<file path="src/rtl/alu_share_pkg.sv">
// Shared types and constants for the two-requester ALU arbiter.
package alu_share_pkg;

   localparam int NREQ = 2;

   typedef enum logic [1:0] {
      ADD   = 2'b00,
      AND   = 2'b01,
      NOT   = 2'b10,
      PASSA = 2'b11
   } alu_op_t;

   typedef enum logic [1:0] {
      IDLE  = 2'b00,
      ISSUE = 2'b01,
      RESP  = 2'b10
   } arb_state_t;

endpackage

</file>
<file path="src/rtl/alu_share_arbiter_rr_arb2.sv">
// Two-way round-robin grant; the previous winner is held by the parent.
module rr_arb2 (
   input  logic [1:0] req,
   input  logic       last,
   output logic [1:0] grant
);

   always_comb begin
      grant = req;
      // On contention the requester that did not win last time goes first.
      if (req == 2'b11) begin
         grant = last ? 2'b01 : 2'b10;
      end
   end

endmodule

</file>
<file path="src/rtl/alu_share_arbiter.sv">
// Shares one external combinational ALU between two requesters: accept, issue for
// one cycle with registered operands, then hold the result until the owner takes it.
module alu_share_arbiter
   import alu_share_pkg::*;
#(
   parameter int WIDTH = 16,
   parameter int CNT_W = 16
) (
   input  logic                  Clk,
   input  logic                  Reset_n,
   input  logic [NREQ-1:0]       req_valid,
   output logic [NREQ-1:0]       req_ready,
   input  logic [2*NREQ-1:0]     req_aluk,
   input  logic [NREQ*WIDTH-1:0] req_a,
   input  logic [NREQ*WIDTH-1:0] req_b,
   output logic [1:0]            alu_aluk,
   output logic [WIDTH-1:0]      alu_a,
   output logic [WIDTH-1:0]      alu_b,
   input  logic [WIDTH-1:0]      alu_out,
   output logic [NREQ-1:0]       rsp_valid,
   input  logic [NREQ-1:0]       rsp_ready,
   output logic [WIDTH-1:0]      rsp_data,
   output logic                  busy,
   output logic [CNT_W-1:0]      op_count,
   output logic [1:0]            state_dbg
);

   // Handshakes: a transfer happens on a rising edge where valid and ready are both
   // high. req_ready is only offered in IDLE; rsp_valid is held until the owner's
   // rsp_ready, and the other requester's rsp_ready has no effect.

   arb_state_t          state_q;
   logic                last_q;
   logic                id_q;
   alu_op_t             aluk_q;
   logic [WIDTH-1:0]    a_q;
   logic [WIDTH-1:0]    b_q;
   logic [WIDTH-1:0]    rsp_data_q;
   logic [NREQ-1:0]     rsp_valid_q;
   logic [CNT_W-1:0]    cnt_q;
   logic [CNT_W-1:0]    cnt_d;

   logic [1:0]          grant;
   logic                sel;
   logic [1:0]          sel_aluk;
   logic [WIDTH-1:0]    sel_a;
   logic [WIDTH-1:0]    sel_b;
   logic                accept;

   rr_arb2 u_rr_arb2 (
      .req   (req_valid),
      .last  (last_q),
      .grant (grant)
   );

   assign sel      = grant[1];
   assign sel_aluk = sel ? req_aluk[3:2] : req_aluk[1:0];
   assign sel_a    = sel ? req_a[2*WIDTH-1:WIDTH] : req_a[WIDTH-1:0];
   assign sel_b    = sel ? req_b[2*WIDTH-1:WIDTH] : req_b[WIDTH-1:0];
   assign accept   = (state_q == IDLE) && (grant != 2'b00);
   assign cnt_d    = cnt_q + CNT_W'(1);

   always_ff @(posedge Clk or negedge Reset_n) begin
      if (!Reset_n) begin
         state_q     <= IDLE;
         last_q      <= 1'b1;
         id_q        <= 1'b0;
         aluk_q      <= ADD;
         a_q         <= '0;
         b_q         <= '0;
         rsp_data_q  <= '0;
         rsp_valid_q <= '0;
         cnt_q       <= '0;
      end else begin
         case (state_q)
            IDLE: begin
               if (accept) begin
                  id_q    <= sel;
                  last_q  <= sel;
                  aluk_q  <= alu_op_t'(sel_aluk);
                  a_q     <= sel_a;
                  b_q     <= sel_b;
                  state_q <= ISSUE;
               end
            end
            ISSUE: begin
               rsp_data_q  <= alu_out;
               rsp_valid_q <= id_q ? 2'b10 : 2'b01;
               state_q     <= RESP;
            end
            RESP: begin
               if (rsp_ready[id_q]) begin
                  rsp_valid_q <= '0;
                  cnt_q       <= cnt_d;
                  state_q     <= IDLE;
               end
            end
            default: begin
               rsp_valid_q <= '0;
               state_q     <= IDLE;
            end
         endcase
      end
   end

   assign req_ready = (state_q == IDLE) ? grant : 2'b00;
   assign alu_aluk  = aluk_q;
   assign alu_a     = a_q;
   assign alu_b     = b_q;
   assign rsp_valid = rsp_valid_q;
   assign rsp_data  = rsp_data_q;
   assign busy      = (state_q != IDLE);
   assign op_count  = cnt_q;
   assign state_dbg = state_q;

endmodule
</file>
<file path="config.mk">
export PLATFORM = sky130hd
export DESIGN_NAME = alu_share_arbiter
export DESIGN_NICKNAME = d
export VERILOG_FILES = /design/src/rtl/alu_share_pkg.sv /design/src/rtl/alu_share_arbiter_rr_arb2.sv /design/src/rtl/alu_share_arbiter.sv
export SDC_FILE = /design/constraint.sdc
export NUM_CORES = 1
export LEC_CHECK = 0
export CELL_PAD_IN_SITES_DETAIL_PLACEMENT = 1
export CELL_PAD_IN_SITES_GLOBAL_PLACEMENT = 2
export CORE_MARGIN = 8
export CORE_UTILIZATION = 25
export CTS_CLUSTER_SIZE = 40
export DETAILED_ROUTE_END_ITERATION = 16
export PLACE_DENSITY = 0.83
export SKIP_CTS_REPAIR_TIMING = 1
export SLEW_MARGIN = 20
export SYNTH_ARGS = -nofsm -noshare
export SYNTH_HDL_FRONTEND = slang
export SYNTH_SLANG_ARGS = --single-unit
</file>
<file path="constraint.sdc">
create_clock -name Clk -period 3.4 [get_ports Clk]
set_clock_uncertainty 0.1 [all_clocks]
set_input_delay 1.02 -clock Clk [delete_from_list [all_inputs] [get_ports Clk]]
set_output_delay 1.02 -clock Clk [all_outputs]
set_load 0.01 [all_outputs]
</file>
==> results.sh, run 1 <==
export IMPL_status="complete, no violations"
export IMPL_tns_ns=0
export IMPL_drc=0
export IMPL_powerDensity_mw_per_mm2=825
export IMPL_endpoint="req_ready[1]"
export IMPL_postSynthCellCount=277
export IMPL_num_rows=41
export IMPL_dp_hpwl_um=7600
export IMPL_worstRegToRegCells=5
export IMPL_finalSetupViolations=0
export IMPL_cts_tree="yes"
export IMPL_startpoint="req_valid[1]"
export IMPL_cap_violations=0
export IMPL_worstPathArrival_ns=2.06
export IMPL_vdd_ir_drop_max_mv=0.238
export IMPL_grt_total_usage=0.119
export IMPL_syn_nets=368
export IMPL_clk_pin_slew_ns=0.06
export IMPL_grt_overflow_total=0
export IMPL_drt_vias_per_instance=4.35
export IMPL_rsz0062_at_grt="no"
export IMPL_ant_nets=0
export IMPL_worstHoldStart="op_count[15]"
export IMPL_vias=2675
export IMPL_path_class="in -> out"
export IMPL_p_total_w=0.00437
export IMPL_antenna_found_initial=0
export IMPL_yosysWarningCount=0
export IMPL_hold_viol_final=0
export IMPL_timing_slew_headroom=0.391
export IMPL_avgSynthCellArea_um2=11.5
export IMPL_first_global_vias=2923
export IMPL_synth_yosys_seq_area_share=0.566
export IMPL_ys_seq_elements=72
export IMPL_cts_root_buffer="clkbuf_16"
export IMPL_layout_drive_gt1_share=0.0993
export IMPL_htreeDepth=3
export IMPL_die_w_um=129
export IMPL_dp_cells=599
export IMPL_clock_sinks=72
export IMPL_gp_congestion=0.681
export IMPL_antenna_cells=0
export IMPL_multiInputGateArea_mm2=0.00129
export IMPL_grt_pass1_wl_um=15400
export IMPL_slew_viol_final=0
export IMPL_r2r_setup_slack_ns=1.38
export IMPL_syn_area_mm2=0.00318
export IMPL_ff_latch_area_mm2=0.00180
export IMPL_endpoint_kind="output port"
export IMPL_drtIter0Drc=76
export IMPL_fin_crit_sh=0.936
export IMPL_clk_latency_ns=0.33
export IMPL_max_freq_ghz=0.314
export IMPL_whs_ns=0.372
export IMPL_r2r_end="alu_b[11]"
export IMPL_wirelength_um=9820
export IMPL_numPortBuffers=162
export IMPL_nNetsFinal=529
export IMPL_grt_max_degree=73
export IMPL_cts_buffers_inserted=9
export IMPL_area_delta_synth_final_pct=66.1
export IMPL_dr_pass1_iters=4
export IMPL_die_h_um=129
export IMPL_final_cell_mix="clkdlybuf4s50_1, dfrtp_1, nor2_1"
export IMPL_layout_cells_non_filler=615
export IMPL_start_util=0.254
export IMPL_wire_per_inst_um=16.0
export IMPL_leakage_nw=2.19
export IMPL_final_util=0.423
export IMPL_r2r_start="state_dbg[0]"
export IMPL_dieArea_mm2=0.0166
export IMPL_clockBufferDepth=2
export IMPL_fillers=1414
export IMPL_boundaryPins=163
export IMPL_coreArea_mm2=0.0125
export IMPL_mostFrequentLayoutCell="clkdlybuf4s50_1"
export IMPL_min_path_type="reg -> reg"
export IMPL_required_ns=2.28
export IMPL_synth_cell_types=28
export IMPL_start_kind="primary input"
export IMPL_worst_pin_slew_ns=0.914
export IMPL_crit_path_max_fanout=2
export IMPL_fin_crit_ns=3.18
[metrics by stage]
| step | setup WS, ns | instance area [um2] |
|---|---|---|
| 2_1_floorplan | 0.749 | 3180 |
| 3_3_place_gp | -0.185 | 4990 |
| 3_5_place_dp | -0.193 | 4990 |
| 4_1_cts | -0.192 | 5290 |
| 5_1_grt | 0.165 | 5290 |
| 6_report | 0.218 | 5290 |
[worst min path at each step]
stage,cells past startpoint,to
6_report,1,op_count[15]
5_1_grt,1,op_count[15]
4_1_cts,1,op_count[15]
3_5_place_dp,1,op_count[15]
3_3_place_gp,1,op_count[15]
2_1_floorplan,1,op_count[15]
[power breakdown]
group	switching, W	internal [W]	total [W]
combinational	0.000865	0.00107	0.00193
clock	0.000356	0.000587	0.000943
sequential	0.000258	0.00123	0.00149
total	0.00148	0.00289	0.00437
[cell usage after synthesis]
cell | n | area share
nor2_1 | 38 | 0.045
nand4_2 | 1 | 0.0039
xor2_1 | 5 | 0.014
nor4_4 | 1 | 0.0067
a21boi_1 | 1 | 0.0024
nand2b_1 | 3 | 0.0059
nand4_1 | 7 | 0.014
o21a_1 | 1 | 0.0024
dfstp_2 | 1 | 0.0083
o21ai_0 | 2 | 0.0031
and2_1 | 1 | 0.0020
nand2_1 | 13 | 0.015
mux2_2 | 17 | 0.060
xnor2_1 | 10 | 0.028
o21bai_1 | 1 | 0.0024
buf_4 | 3 | 0.0071
and3_1 | 3 | 0.0059
mux2i_1 | 37 | 0.12
nor3_2 | 2 | 0.0063
nand3_1 | 3 | 0.0047
a31oi_1 | 1 | 0.0020
dfrtp_1 | 71 | 0.56
ha_1 | 1 | 0.0039
nor3_1 | 2 | 0.0031
inv_1 | 3 | 0.0035
a21oi_1 | 36 | 0.057
buf_2 | 12 | 0.019
clkbuf_2 | 1 | 0.0016
[sequential cells by signal (all words and copies together) (netlist names)]
signal	cells
last_q	1
rsp_valid	2
rsp_data	16
id_q	1
alu_b	16
op_count	16
alu_a	16
state_dbg	2
alu_aluk	2
[cell type report]
type	count	share of cell area
sequential	72	0.341
timing repair buffer	166	0.315
multi-input combinational	186	0.245
clock buffer	11	0.0459
tap	172	0.0407
clock inverter	5	0.0106
inverter	3	0.00213
[routing by layer]
metal | vias to the layer above | track usage | share of wire
met5 | - | 0 | 0
met4 | 0 | 0.0477 | 0.014
met3 | 11 | 0.0604 | 0.11
met2 | 105 | 0.198 | 0.49
met1 | 1281 | 0.126 | 0.39
li1 | 1278 | - | -
[worst max-delay path: stages]
cell             delay, ns
clkdlybuf4s50_1       0.48
a21boi_4              0.20
and2_1                0.16
dlymetal6s2s_1        0.20
[kinds of logic (layout without fill, tap and decap cells)]
logic type / Yosys count / in the layout / share of synthesized area
AO/OA/AOI/OAI: 42 / 42 / 0.0688
adder cells (fa/ha/maj): 1 / 1 / 0.00393
AND/OR/NAND/NOR: 74 / 74 / 0.112
flip-flops: 72 / 72 / 0.566
XOR/XNOR: 15 / 15 / 0.0413
buffers and inverters: 19 / 185 / 0.0310
multiplexers: 54 / 54 / 0.176
Note: power is estimated with default switching activity, not from simulation.
==> run 2: changes to the inputs <==
--- a/config.mk
+++ b/config.mk
@@ -12,7 +12,6 @@
 export CTS_CLUSTER_SIZE = 40
 export DETAILED_ROUTE_END_ITERATION = 16
 export PLACE_DENSITY = 0.83
-export SKIP_CTS_REPAIR_TIMING = 1
 export SLEW_MARGIN = 20
 export SYNTH_ARGS = -nofsm -noshare
 export SYNTH_HDL_FRONTEND = slang
==> run 2 against run 1 <==
Compared with the run above: maximum frequency shrank 3.2%; cell count unchanged; sequential power is essentially flat; register-to-register slack is essentially flat; cell area shrank 0.14%; power fell by 0.11%; critical path depth did not move; core utilization shrank 0.060 points; worst hold slack unchanged; wire length about the same; critical path type unchanged; largest cell class unchanged; largest power group unchanged.
==> results.sh, run 2 (synthesized netlist as in run 1, its figures left out) <==
export IMPL_mostFrequentLayoutCell="clkdlybuf4s50_1"
export IMPL_final_cell_mix="clkdlybuf4s50_1, dfrtp_1, nor2_1"
export IMPL_clock_sinks=72
export IMPL_max_freq_ghz=0.304
export IMPL_crit_path_max_fanout=2
export IMPL_powerDensity_mw_per_mm2=825
export IMPL_numPortBuffers=162
export IMPL_startpoint="req_valid[1]"
export IMPL_worst_pin_slew_ns=0.914
export IMPL_leakage_nw=2.17
export IMPL_grt_max_degree=73
export IMPL_grt_pass1_wl_um=15400
export IMPL_clk_latency_ns=0.33
export IMPL_p_comb_frac=0.443
export IMPL_intPower_w=0.00288
export IMPL_switching_share=0.339
export IMPL_dieArea_mm2=0.0166
export IMPL_grt_total_usage=0.119
export IMPL_rsz0062_at_grt="no"
export IMPL_clk_pin_slew_ns=0.06
export IMPL_timing_slew_headroom=0.390
export IMPL_clockBufferDepth=2
export IMPL_status="complete, no violations"
export IMPL_dp_hpwl_um=7600
export IMPL_clock_power_share=0.216
export IMPL_crit_chain="clkdlybuf4s50_1 -> a21boi_4 -> and2_1 -> dlygate4sd2_1"
export IMPL_worstPathArrival_ns=2.17
export IMPL_cts_hold_buffers=0
export IMPL_required_ns=2.28
export IMPL_whs_ns=0.372
export IMPL_layout_drive_gt1_share=0.0993
export IMPL_slew_viol_final=0
export IMPL_ant_nets=0
export IMPL_cap_violations=0
export IMPL_endpoint="req_ready[1]"
export IMPL_gp_congestion=0.681
export IMPL_fin_crit_ns=3.29
export IMPL_wire_per_inst_um=16.0
export IMPL_nNetsFinal=529
export IMPL_coreArea_mm2=0.0125
export IMPL_wirelength_um=9820
export IMPL_boundaryPins=163
export IMPL_antenna_cells=0
export IMPL_p_switching_w=0.00148
export IMPL_first_global_vias=2918
export IMPL_hold_viol_final=0
export IMPL_p_seq_frac=0.341
export IMPL_path_class="in -> out"
export IMPL_drtIter0Drc=78
export IMPL_dr_pass1_iters=4
export IMPL_endpoint_kind="output port"
export IMPL_drt_vias_per_instance=4.35
export IMPL_cts_root_buffer="clkbuf_16"
export IMPL_vias=2674
export IMPL_min_path_type="reg -> reg"
export IMPL_vdd_ir_drop_max_mv=0.237
export IMPL_fillers=1416
export IMPL_worstRegToRegCells=5
export IMPL_start_kind="primary input"
export IMPL_htreeDepth=3
export IMPL_cpPeakStageDelay_ns=0.48
export IMPL_fin_crit_sh=0.967
export IMPL_r2r_end="alu_b[11]"
export IMPL_r2r_setup_slack_ns=1.38
export IMPL_drc=0
export IMPL_cts_buffers_inserted=9
export IMPL_start_util=0.254
export IMPL_finalSetupViolations=0
export IMPL_num_rows=41
export IMPL_area_delta_synth_final_pct=65.9
export IMPL_tns_ns=0
export IMPL_die_h_um=129
export IMPL_cts_tree="yes"
export IMPL_die_w_um=129
export IMPL_antenna_found_initial=0
export IMPL_grt_overflow_total=0
export IMPL_cpMaxStageDelayCell="clkdlybuf4s50_1"
export IMPL_r2r_start="state_dbg[0]"
-- run 2: cell types whose count changed in the layout (fill, tap and decap cells not counted), sizes merged --
cell and delta:
dlygate4sd2 +2, dlymetal6s2s -2
-- run 2: repair_timing --
item,in CTS,in global routing
gates resized for setup,2,0
endpoints found under the setup margin,2,0
buffers inserted,0,0
-- run 2: how the worst min path moves through the flow --
stage                      start            to  slack, ns  depth (start not counted)
finish              op_count[15]  op_count[15]       0.37                          1
floorplan           op_count[15]  op_count[15]       0.41                          1
CTS                 op_count[15]  op_count[15]       0.38                          1
global route        op_count[15]  op_count[15]       0.39                          1
global placement    op_count[15]  op_count[15]       0.36                          1
detailed placement  op_count[15]  op_count[15]       0.37                          1
-- run 2: critical path: cells and delay by family --
| family | cells | cell delay (ns) |
|---|---|---|
| simple gates | 1 | 0.16 |
| buf+inv | 2 | 0.79 |
| compound gates | 1 | 0.20 |
-- run 2: layout make-up --
class	count	area (um2)	area share
clock inverter	5	56.3	0.0107
clock buffer	11	243	0.0459
timing repair buffer	166	1660	0.314
multi-input combinational	186	1290	0.245
inverter	3	11.3	0.00213
sequential	72	1800	0.341
tap	172	215	0.0407
-- run 2: per-stage QoR --
stage                      util  total power (W)  cells  area (um2)  setup slack, ns
after global routing      0.422          0.00467    615        5280           0.0609
after global placement    0.398          0.00342    599        4990           -0.185
after CTS                 0.422          0.00445    615        5280           0.0822
after floorplan               -          0.00238    277        3180            0.749
final                     0.422          0.00436    615        5280            0.114
after detailed placement  0.398          0.00348    599        4990           -0.193
-- run 2: power by group through the flow --
| stage | clock network [W] | logic (W) | registers, W |
|---|---|---|---|
| floorplan | 0 | 0.000753 | 0.00162 |
| global route | 0.00101 | 0.00211 | 0.00155 |
| detailed placement | 0 | 0.00198 | 0.00150 |
| CTS | 0.000976 | 0.00198 | 0.00149 |
| global placement | 0 | 0.00194 | 0.00148 |
| finish | 0.000943 | 0.00193 | 0.00149 |
-- run 2: per-layer routing --
layer | routed length [um] | track usage
met5 | 0 | 0
met4 | 134 | 0.0477
met3 | 1040 | 0.0604
met2 | 4810 | 0.198
met1 | 3840 | 0.126
